`src/rtl/systolic_pkg.sv`:
```
// Shared definitions for the systolic-array edge feeders: default element
// geometry, the element type and the feeder control states.
package systolic_pkg;

  localparam int DEF_DATA_WIDTH = 8;
  localparam int DEF_BLOCK_SIZE = 3;

  typedef logic [DEF_DATA_WIDTH-1:0] elem_t;

  typedef enum logic [0:0] {
    IDLE  = 1'b0,
    SHIFT = 1'b1
  } feeder_state_t;

endpackage

```
`src/rtl/skew_lane.sv`:
```
// One feeder lane: holds a captured block and picks the element that belongs
// on the wavefront for a given counter value. The lane index sets how many
// cycles this lane lags lane 0. Select outputs are combinational on the
// next-cycle control values so the top can register them.
module skew_lane
  import systolic_pkg::*;
#(
  parameter int DATA_WIDTH = DEF_DATA_WIDTH,
  parameter int BLOCK_SIZE = DEF_BLOCK_SIZE,
  parameter int LANE_IDX   = 0,
  parameter int MSB_FIRST  = 1,
  parameter int CNT_W      = 2
) (
  input  logic                             clk,
  input  logic                             reset,
  input  logic                             capture,
  input  logic [BLOCK_SIZE*DATA_WIDTH-1:0] lane_data,
  input  logic [CNT_W-1:0]                 cnt,
  input  logic                             active,
  output logic [DATA_WIDTH-1:0]            elem,
  output logic                             valid
);

  logic [BLOCK_SIZE*DATA_WIDTH-1:0] store_r;
  logic [BLOCK_SIZE*DATA_WIDTH-1:0] store_s;
  int                               cnt_i;
  int                               k_i;
  int                               slice_i;

  // Storage seen next cycle: a fresh block when capturing, otherwise held.
  always_comb begin
    store_s = store_r;
    if (capture) begin
      store_s = lane_data;
    end else begin
      store_s = store_r;
    end
  end

  // Block storage register.
  always_ff @(posedge clk) begin
    if (reset) begin
      store_r <= '0;
    end else begin
      store_r <= store_s;
    end
  end

  // Element select: the lane is live for BLOCK_SIZE counts starting at its
  // index; outside that window it emits a zero bubble.
  always_comb begin
    elem    = '0;
    valid   = 1'b0;
    cnt_i   = int'(cnt);
    k_i     = 0;
    slice_i = 0;
    if (active && (cnt_i >= LANE_IDX) && (cnt_i < LANE_IDX + BLOCK_SIZE)) begin
      valid   = 1'b1;
      k_i     = cnt_i - LANE_IDX;
      slice_i = (MSB_FIRST != 0) ? (BLOCK_SIZE - 1 - k_i) : k_i;
      elem    = DATA_WIDTH'(store_s >> (slice_i * DATA_WIDTH));
    end else begin
      valid = 1'b0;
      elem  = '0;
    end
  end

endmodule

```
`src/rtl/skew_feeder.sv`:
```
// Multi-lane skewed feeder: loads one block per lane in a single cycle, then
// streams each lane one element per advance with lane i lagging by i cycles,
// forming the diagonal wavefront a systolic PE array consumes on its edge.
module skew_feeder
  import systolic_pkg::*;
#(
  parameter int DATA_WIDTH = DEF_DATA_WIDTH,
  parameter int BLOCK_SIZE = DEF_BLOCK_SIZE,
  parameter int NUM_LANES  = 3,
  parameter int MSB_FIRST  = 1
) (
  input  logic                                       clk,
  input  logic                                       reset,
  input  logic                                       load,
  input  logic [NUM_LANES*BLOCK_SIZE*DATA_WIDTH-1:0] data_in,
  input  logic                                       en,
  output logic                                       ready,
  output logic [NUM_LANES*DATA_WIDTH-1:0]            data_out,
  output logic [NUM_LANES-1:0]                       valid_out,
  output logic                                       done
);

  localparam int LANE_W = BLOCK_SIZE * DATA_WIDTH;
  localparam int CNT_W  = $clog2(BLOCK_SIZE + NUM_LANES);
  localparam logic [CNT_W-1:0] LAST = CNT_W'(BLOCK_SIZE + NUM_LANES - 2);

  feeder_state_t                   state_r;
  feeder_state_t                   state_s;
  logic [CNT_W-1:0]                cnt_r;
  logic [CNT_W-1:0]                cnt_s;
  logic                            capture_s;
  logic                            done_s;
  logic                            active_s;
  logic [NUM_LANES*DATA_WIDTH-1:0] lane_elem_s;
  logic [NUM_LANES-1:0]            lane_valid_s;
  logic [NUM_LANES*DATA_WIDTH-1:0] data_out_r;
  logic [NUM_LANES-1:0]            valid_out_r;
  logic                            ready_r;
  logic                            done_r;

  // Next-state logic: accept a block in IDLE, advance the wavefront on en
  // in SHIFT and return to IDLE after the last lane's last element.
  always_comb begin
    state_s   = state_r;
    cnt_s     = cnt_r;
    capture_s = 1'b0;
    done_s    = 1'b0;
    case (state_r)
      IDLE: begin
        if (load) begin
          capture_s = 1'b1;
          cnt_s     = '0;
          state_s   = SHIFT;
        end else begin
          state_s = IDLE;
        end
      end
      SHIFT: begin
        if (en) begin
          if (cnt_r == LAST) begin
            state_s = IDLE;
            cnt_s   = '0;
            done_s  = 1'b1;
          end else begin
            cnt_s = cnt_r + CNT_W'(1);
          end
        end else begin
          cnt_s = cnt_r;
        end
      end
      default: begin
        state_s = IDLE;
        cnt_s   = '0;
      end
    endcase
  end

  assign active_s = (state_s == SHIFT);

  for (genvar i = 0; i < NUM_LANES; i++) begin : g_lane
    skew_lane #(
      .DATA_WIDTH(DATA_WIDTH),
      .BLOCK_SIZE(BLOCK_SIZE),
      .LANE_IDX  (i),
      .MSB_FIRST (MSB_FIRST),
      .CNT_W     (CNT_W)
    ) u_lane (
      .clk      (clk),
      .reset    (reset),
      .capture  (capture_s),
      .lane_data(data_in[i*LANE_W +: LANE_W]),
      .cnt      (cnt_s),
      .active   (active_s),
      .elem     (lane_elem_s[i*DATA_WIDTH +: DATA_WIDTH]),
      .valid    (lane_valid_s[i])
    );
  end

  // Control state plus registered outputs, all loaded from next-cycle values
  // so every port comes straight from a flop.
  always_ff @(posedge clk) begin
    if (reset) begin
      state_r     <= IDLE;
      cnt_r       <= '0;
      data_out_r  <= '0;
      valid_out_r <= '0;
      ready_r     <= 1'b1;
      done_r      <= 1'b0;
    end else begin
      state_r     <= state_s;
      cnt_r       <= cnt_s;
      data_out_r  <= lane_elem_s;
      valid_out_r <= lane_valid_s;
      ready_r     <= (state_s == IDLE);
      done_r      <= done_s;
    end
  end

  assign data_out  = data_out_r;
  assign valid_out = valid_out_r;
  assign ready     = ready_r;
  assign done      = done_r;

endmodule
```
`config.mk`:
```
export PLATFORM = sky130hd
export DESIGN_NAME = skew_feeder
export DESIGN_NICKNAME = d
export VERILOG_FILES = /design/src/rtl/systolic_pkg.sv /design/src/rtl/skew_lane.sv /design/src/rtl/skew_feeder.sv
export SDC_FILE = /design/constraint.sdc
export NUM_CORES = 1
export LEC_CHECK = 0
export ABC_CLOCK_PERIOD_IN_PS = 3570
export CELL_PAD_IN_SITES_DETAIL_PLACEMENT = 0
export CELL_PAD_IN_SITES_GLOBAL_PLACEMENT = 1
export CORE_UTILIZATION = 30
export CTS_CLUSTER_DIAMETER = 60
export DETAILED_ROUTE_END_ITERATION = 16
export PLACE_DENSITY = 0.66
export SLEW_MARGIN = 0
export SYNTH_ARGS = -nofsm -noshare
export SYNTH_HDL_FRONTEND = slang
export SYNTH_SLANG_ARGS = --single-unit
```
`constraint.sdc`:
```
create_clock -name clk -period 3.57 [get_ports clk]
set_input_delay 0.357 -clock clk [delete_from_list [all_inputs] [get_ports clk]]
set_output_delay 0.357 -clock clk [all_outputs]
set_load 0.1 [all_outputs]
```
# ---- Word level (Yosys, flattened, before mapping)
# Index checks and enable logic that the tools add are counted.
dict set report classes {
  addsub 6
  order_cmp 5
  n_eq_ne 1
  shift 3
  n_mux 16
  n_bitwise 6
  n_reduce_logical 9
}
# op count
set ops {}
lappend ops {{>> shifter 24 x 32 -> 8 bit} 3}
lappend ops {{2-to-1 mux 24 bit} 3}
lappend ops {{subtractor 3 x 29 -> 29 bit, first input constant} 2}
lappend ops {{2-to-1 mux 3 bit} 3}
lappend ops {{2-to-1 mux 1 bit} 8}
lappend ops {{less-than comparator 3 bit, second input constant} 2}
lappend ops {{NOT 1 bit} 6}
lappend ops {{case mux 3 bit (2 select lines)} 1}
lappend ops {{OR reduction 2 bit} 3}
lappend ops {{logical AND 1 bit} 5}
lappend ops {{subtractor 2 x 3 -> 4 bit, first input constant} 1}
lappend ops {{subtractor 3 x 1 -> 4 bit, second input constant} 1}
lappend ops {{subtractor 3 x 2 -> 4 bit, second input constant} 1}
lappend ops {{adder 3 x 1 -> 3 bit, second input constant} 1}
lappend ops {{== test 3 bit, second input constant} 1}
lappend ops {{greater-or-equal comparator 3 x 1 -> 1 bit, second input constant} 1}
lappend ops {{greater-or-equal comparator 3 x 2 -> 1 bit, second input constant} 1}
lappend ops {{less-than comparator 3 x 2 -> 1 bit, second input constant} 1}
lappend ops {{OR reduction 3 bit} 1}
lappend ops {{case mux 1 bit (2 select lines)} 1}
dict set report totals {
  register_bits 105
  inputBits 76
  output_inout_bits 29
  elab_cells 57
}

# ---- Depth between registers and ports, before layout
dict set report logic_depth {
  ltp_word 9
  mapped_depth 16
  ltp_nobuf 15
}

# ---- Modules after synthesis
# From an unflattened synthesis, not the netlist that was laid out.
dict set report unflattened {
  hier_cells 447
  hier_area_um2 4814.6
}
# module n_inst cells_per_inst area_per_inst_um2 seq_area_each_um2
set modules_own_cells {}
lappend modules_own_cells {{skew_lane (g_lane[2].u_lane)} 1 126 1347.5 480.5}
lappend modules_own_cells {{skew_lane (g_lane[1].u_lane)} 1 120 1226.2 480.5}
lappend modules_own_cells {{skew_lane (g_lane[0].u_lane)} 1 110 1222.4 480.5}
lappend modules_own_cells {skew_feeder 1 91 1018.5 660.6}

# ---- Worst setup path before layout
# Ideal clock, no wire load.
dict set report synth_timing {
  kind {reg-to-reg}
  from {register cnt_r[0]}
  to {register data_out_r[15] (netlist: data_out[15])}
  setup_ps 65
  arrival_time_ps 3172
  required_ps 3505
  setup_slack_ps 333
  path_stages_with_launch 17
  n_path_buf 4
  synth_period_minus_slack_ps 3237
  path_cell_list {dfxtp_1 -> inv_1 -> ha_1 -> nand2_1 -> a22o_1 -> buf_2 -> buf_1 -> ha_1 -> clkbuf_1 -> clkbuf_1 -> nand2_1 -> nand2_1 -> ha_1 -> nor4b_1 -> nand4_1 -> a311o_1 -> nor2_1}
}
dict set report synth_between {
  elab_chain_cells 9
  word_cells_on_any_way 18
  cone_classes {3 x add/sub; 2 x order compare; 1 x eq/ne; 1 x shift; 7 x mux; 1 x bitwise; 3 x reduce/logical}
}
# element line_no
set synth_rtl {}
lappend synth_rtl {{start, declared} skew_feeder.sv:29} ;# logic [CNT_W-1:0] cnt_r;
lappend synth_rtl {{start signal, assigned} skew_feeder.sv:111} ;# cnt_r <= cnt_s;
lappend synth_rtl {{parallel branches: the longest is 9 deep, another holds subtractor 3 x 29 -> 29 bit} --}
lappend synth_rtl {{end signal, assigned} skew_feeder.sv:112} ;# data_out_r <= lane_elem_s;
lappend synth_rtl {{end, declared} skew_feeder.sv:36} ;# logic [NUM_LANES*DATA_WIDTH-1:0] data_out_r;
# Several ways; the timed one is not identified.
# A chain may end at the register's enable or synchronous reset.

# ---- Final worst setup path
dict set report layout_timing {
  from {input en}
  to {register data_out_r[8] (netlist: data_out[8])}
}
dict set report layout_between {
  elab_chain_cells 7
  word_cells_on_any_way 13
  cone_classes {2 x add/sub; 2 x order compare; 1 x shift; 4 x mux; 1 x bitwise; 3 x reduce/logical}
}
# element line_no
set layout_rtl {}
lappend layout_rtl {{start, declared} skew_feeder.sv:16} ;# input logic en,
lappend layout_rtl {{parallel branches: the longest is 7 deep, another holds subtractor 3 x 29 -> 29 bit} --}
# Several ways; the timed one is not identified.

==> results.md <==
- The flow ran to the end, and the final reports show no timing, DRC or antenna violations.
- STA puts the critical path data required time at 3.85 ns.
- The headroom to the max-slew limit is 0.334.
- The completed layout was analyzed and its total power is 2.64 mW.
- The number of H-tree levels is 3.
- The placed instances occupy a cell area of 0.00563 mm2.
- Entering global routing, the biggest net connects 77 pins.
- Of all cell types, the one taking the most synthesized area is dfxtp_1.
- The number of nets in the synthesized netlist is 569.
- The final-report setup violation count is 0.
- The via count is 3510.
- Across all setup checks in the final design, the least slack found is 0.473 ns.
- The floorplan has 43 rows.
- After routing the design area is 0.00589 mm2.
- The count of pins on the block boundary is 105.
- The buffers inserted during post-CTS setup optimization is 0.
- For the worst-skew pair, the clock arrives at the later sink with an insertion delay of 0.35 ns.
- The average routed wire per standard cell is 14.4 um.
- The total instance count after detailed placement is 740.
- The die covers 0.0151 mm2.
- For the worst setup path, the data arrival time is 3.38 ns.
- The worst path in the final design needs a cycle of 3.10 ns, including I/O delays and setup.
- Setup repair after global routing left no endpoint under its margin.
- Once detailed placement completed, the half-perimeter wirelength came to 7350 um.
- The worst reg-to-reg setup slack is 0.50 ns.
- The count of nets left with antenna violations once routing finished came out at 0.
- From synthesis to final layout, the design area changed by 34.5%.
- The hold buffer count at cts is 0.
- During placement, the flow inserted port buffers numbering 104.
- The most frequently used flop master after synthesis is dfxtp_1.
- After detailed routing, the number of vias per cell comes to 4.65.
- The number of synthesized flops with an enable pin is 0.
- The initial antenna violation count is 0.
- The residual overflow from global routing is 0.
- For this design, the sink count on the clock tree is 105.
- The congestion estimate from routability-driven global placement came to 0.773.
- The fmax is 323 MHz.
- In this run the critical register-to-register path is launched from cnt_r[0].
- The Yosys step of the flow raised 0 warnings.
- The number of clock buffers inserted by TritonCTS is 9.
- Wires add up to 10800 um.
- Hold timing on the final database bottoms out at a slack of 0.283 ns.
- Of the synthesized area, sequential elements account for 0.480.
- The area share of the largest cell type after synthesis is 0.480.
- The most frequent cell after synthesis is dfxtp_1.
- The total count of hold-check failures in the final report is 0.
- Of the cells placed in the final design, the portion with a size suffix greater than 1 is 0.0765.
- The maximum resistive drop on vdd is 0.210 mV.
- The via count of the first global-routing pass is 3443.
- The width of the die is 123 um.
- The reported leakage power is 2.59 nW.
- The total iterations of the first detailed-routing run is 4.
- The highest fanout seen on the critical path is 8.
- The startpoint of the worst hold path is reset.
- The worst clock skew on the final layout is 0.00576 ns.
- In this run, the number of DRC markers left after iteration 0 of detailed routing was 151.
- CTS placed an instance of clkbuf_16 at the clock tree root.
- The clock slew at the register clock pins of the worst setup and hold paths is 0.06 ns.
- The post-synthesis average cell area is 9.22 um2.
- The worst setup path is captured at a flop.
- Ranked by total cell area, the synthesized netlist is headed by dfxtp_1, mux2i_1, nor2_1.
- Ranked by instance count, the synthesized netlist is headed by dfxtp_1, nor2_1, mux2i_1.
- For this run, the share of the core covered by cells in the final layout is 0.420.
- The worst register-to-register path ends at data_out[8].
- The path depth of the worst reg2reg path is 13.
- The overall global routing resource usage is 0.152.
- For the pin with the worst max-slew slack, the measured transition is 0.996 ns.
- The critical path startpoint category is a primary input.
- The cell depth of the worst hold path is 2.
- The power per standard cell area is 448 mW/mm2.
- The class of the worst hold path is in2reg.
- The number of synthesized register bits is 105.
- The final max-slew violation count is 0.
- The max-cap violation count is 0.
- The total number of nets in the final design is 665.
- The number of remaining DRC errors is 0.
- The endpoint with the worst hold slack is ready.
- In the synthesized netlist the async set-or-reset flop fraction comes to 0.
- The final total negative setup slack is 0 ns.
- The final critical-path share of the clock period is 0.868.
- The effective utilization at floorplan is 0.312.
- The number of resized instances in the post-cts repair step is 0.
- Before CTS, the worst setup slack after placement is 0.119 ns.
- The first-pass GRT wire length is 17200 um.
- The height of the die is 123 um.
- The placeable core region is 0.0140 mm2.
- The cell area after synthesis is 0.00438 mm2.
- The number of antenna cells inserted is 0.
- The TritonCTS clock tree is done.
- The post-route non-filler standard cell count is 755.
- In the synthesized netlist, the number of instances is 475.
- The worst setup path is of the in2reg kind.
- The distinct cell type count after synthesis is 34.
- Counting along the longest clock path gives a buffer depth of 2.
[power breakdown]
group	switching (mW)	total, mW	internal [mW]
Clock	0.416	0.905	0.489
Combinational	0.279	0.489	0.210
Sequential	0.0165	1.25	1.23
[per-layer routing]
layer / routed length, um / track usage / up-vias
met3: 744 / 0.0567 / 13
met1: 5050 / 0.190 / 1627
met4: 141 / 0.0488 / 0
li1: - / - / 1785
met5: 0 / 0 / -
met2: 4910 / 0.240 / 85
[final cells by class]
| class | count | area, um2 |
|---|---|---|
| Fill cell | 1407 | 8150 |
| Multi-Input combinational cell | 331 | 2120 |
| Sequential cell | 105 | 2100 |
| Timing Repair Buffer | 115 | 1140 |
| Clock buffer | 13 | 250 |
| Tap cell | 180 | 225 |
| Inverter | 9 | 36.3 |
| Clock inverter | 2 | 15.0 |
[worst max-delay path, stage by stage]
cell             delay, ns
clkdlybuf4s50_1       0.51
and3b_1               0.24
a21oi_1               0.18
nor2_1                0.07
a21oi_1               0.26
ha_1                  0.24
nor2b_1               0.23
nand2_1               0.08
ha_1                  0.18
nor4b_1               0.29
nand4_1               0.12
a311o_1               0.47
nor2_1                0.15
[registers in the layout, indices dropped and copies added (netlist names)]
register	cells
done	1
state_r	1
g_lane.u_lane.store_r	72
valid_out	3
data_out	24
cnt_r	3
ready	1
[how the worst max path moves through the flow]
stage                  start           end  cells after the start
global route        cnt_r[0]  data_out[14]                     14
floorplan           cnt_r[0]  data_out[15]                     16
finish                    en   data_out[8]                     13
global placement          en  data_out[13]                     13
CTS                       en   data_out[8]                     13
detailed placement        en   data_out[9]                     13
[cells by family after synthesis]
kind of cell	after synthesis	synth area share
compound gates	37	0.0560
fa+ha+maj	18	0.0531
buf+inv	39	0.0386
flops	105	0.480
mux	75	0.173
simple gates	201	0.199
[placed cells by master (no fill, tap or decap), types with 7 or more instances in the layout]
master	n
nand2_1	55
nor2b_1	10
nor2_1	90
a21oi_1	7
ha_1	17
nand3_1	15
inv_1	7
clkdlybuf4s50_1	103
a31oi_1	17
nor3_1	18
mux2_2	7
buf_4	9
a21oi_2	7
dfxtp_1	105
clkbuf_16	9
mux2i_1	68
Power figures use the tool's default switching activity.
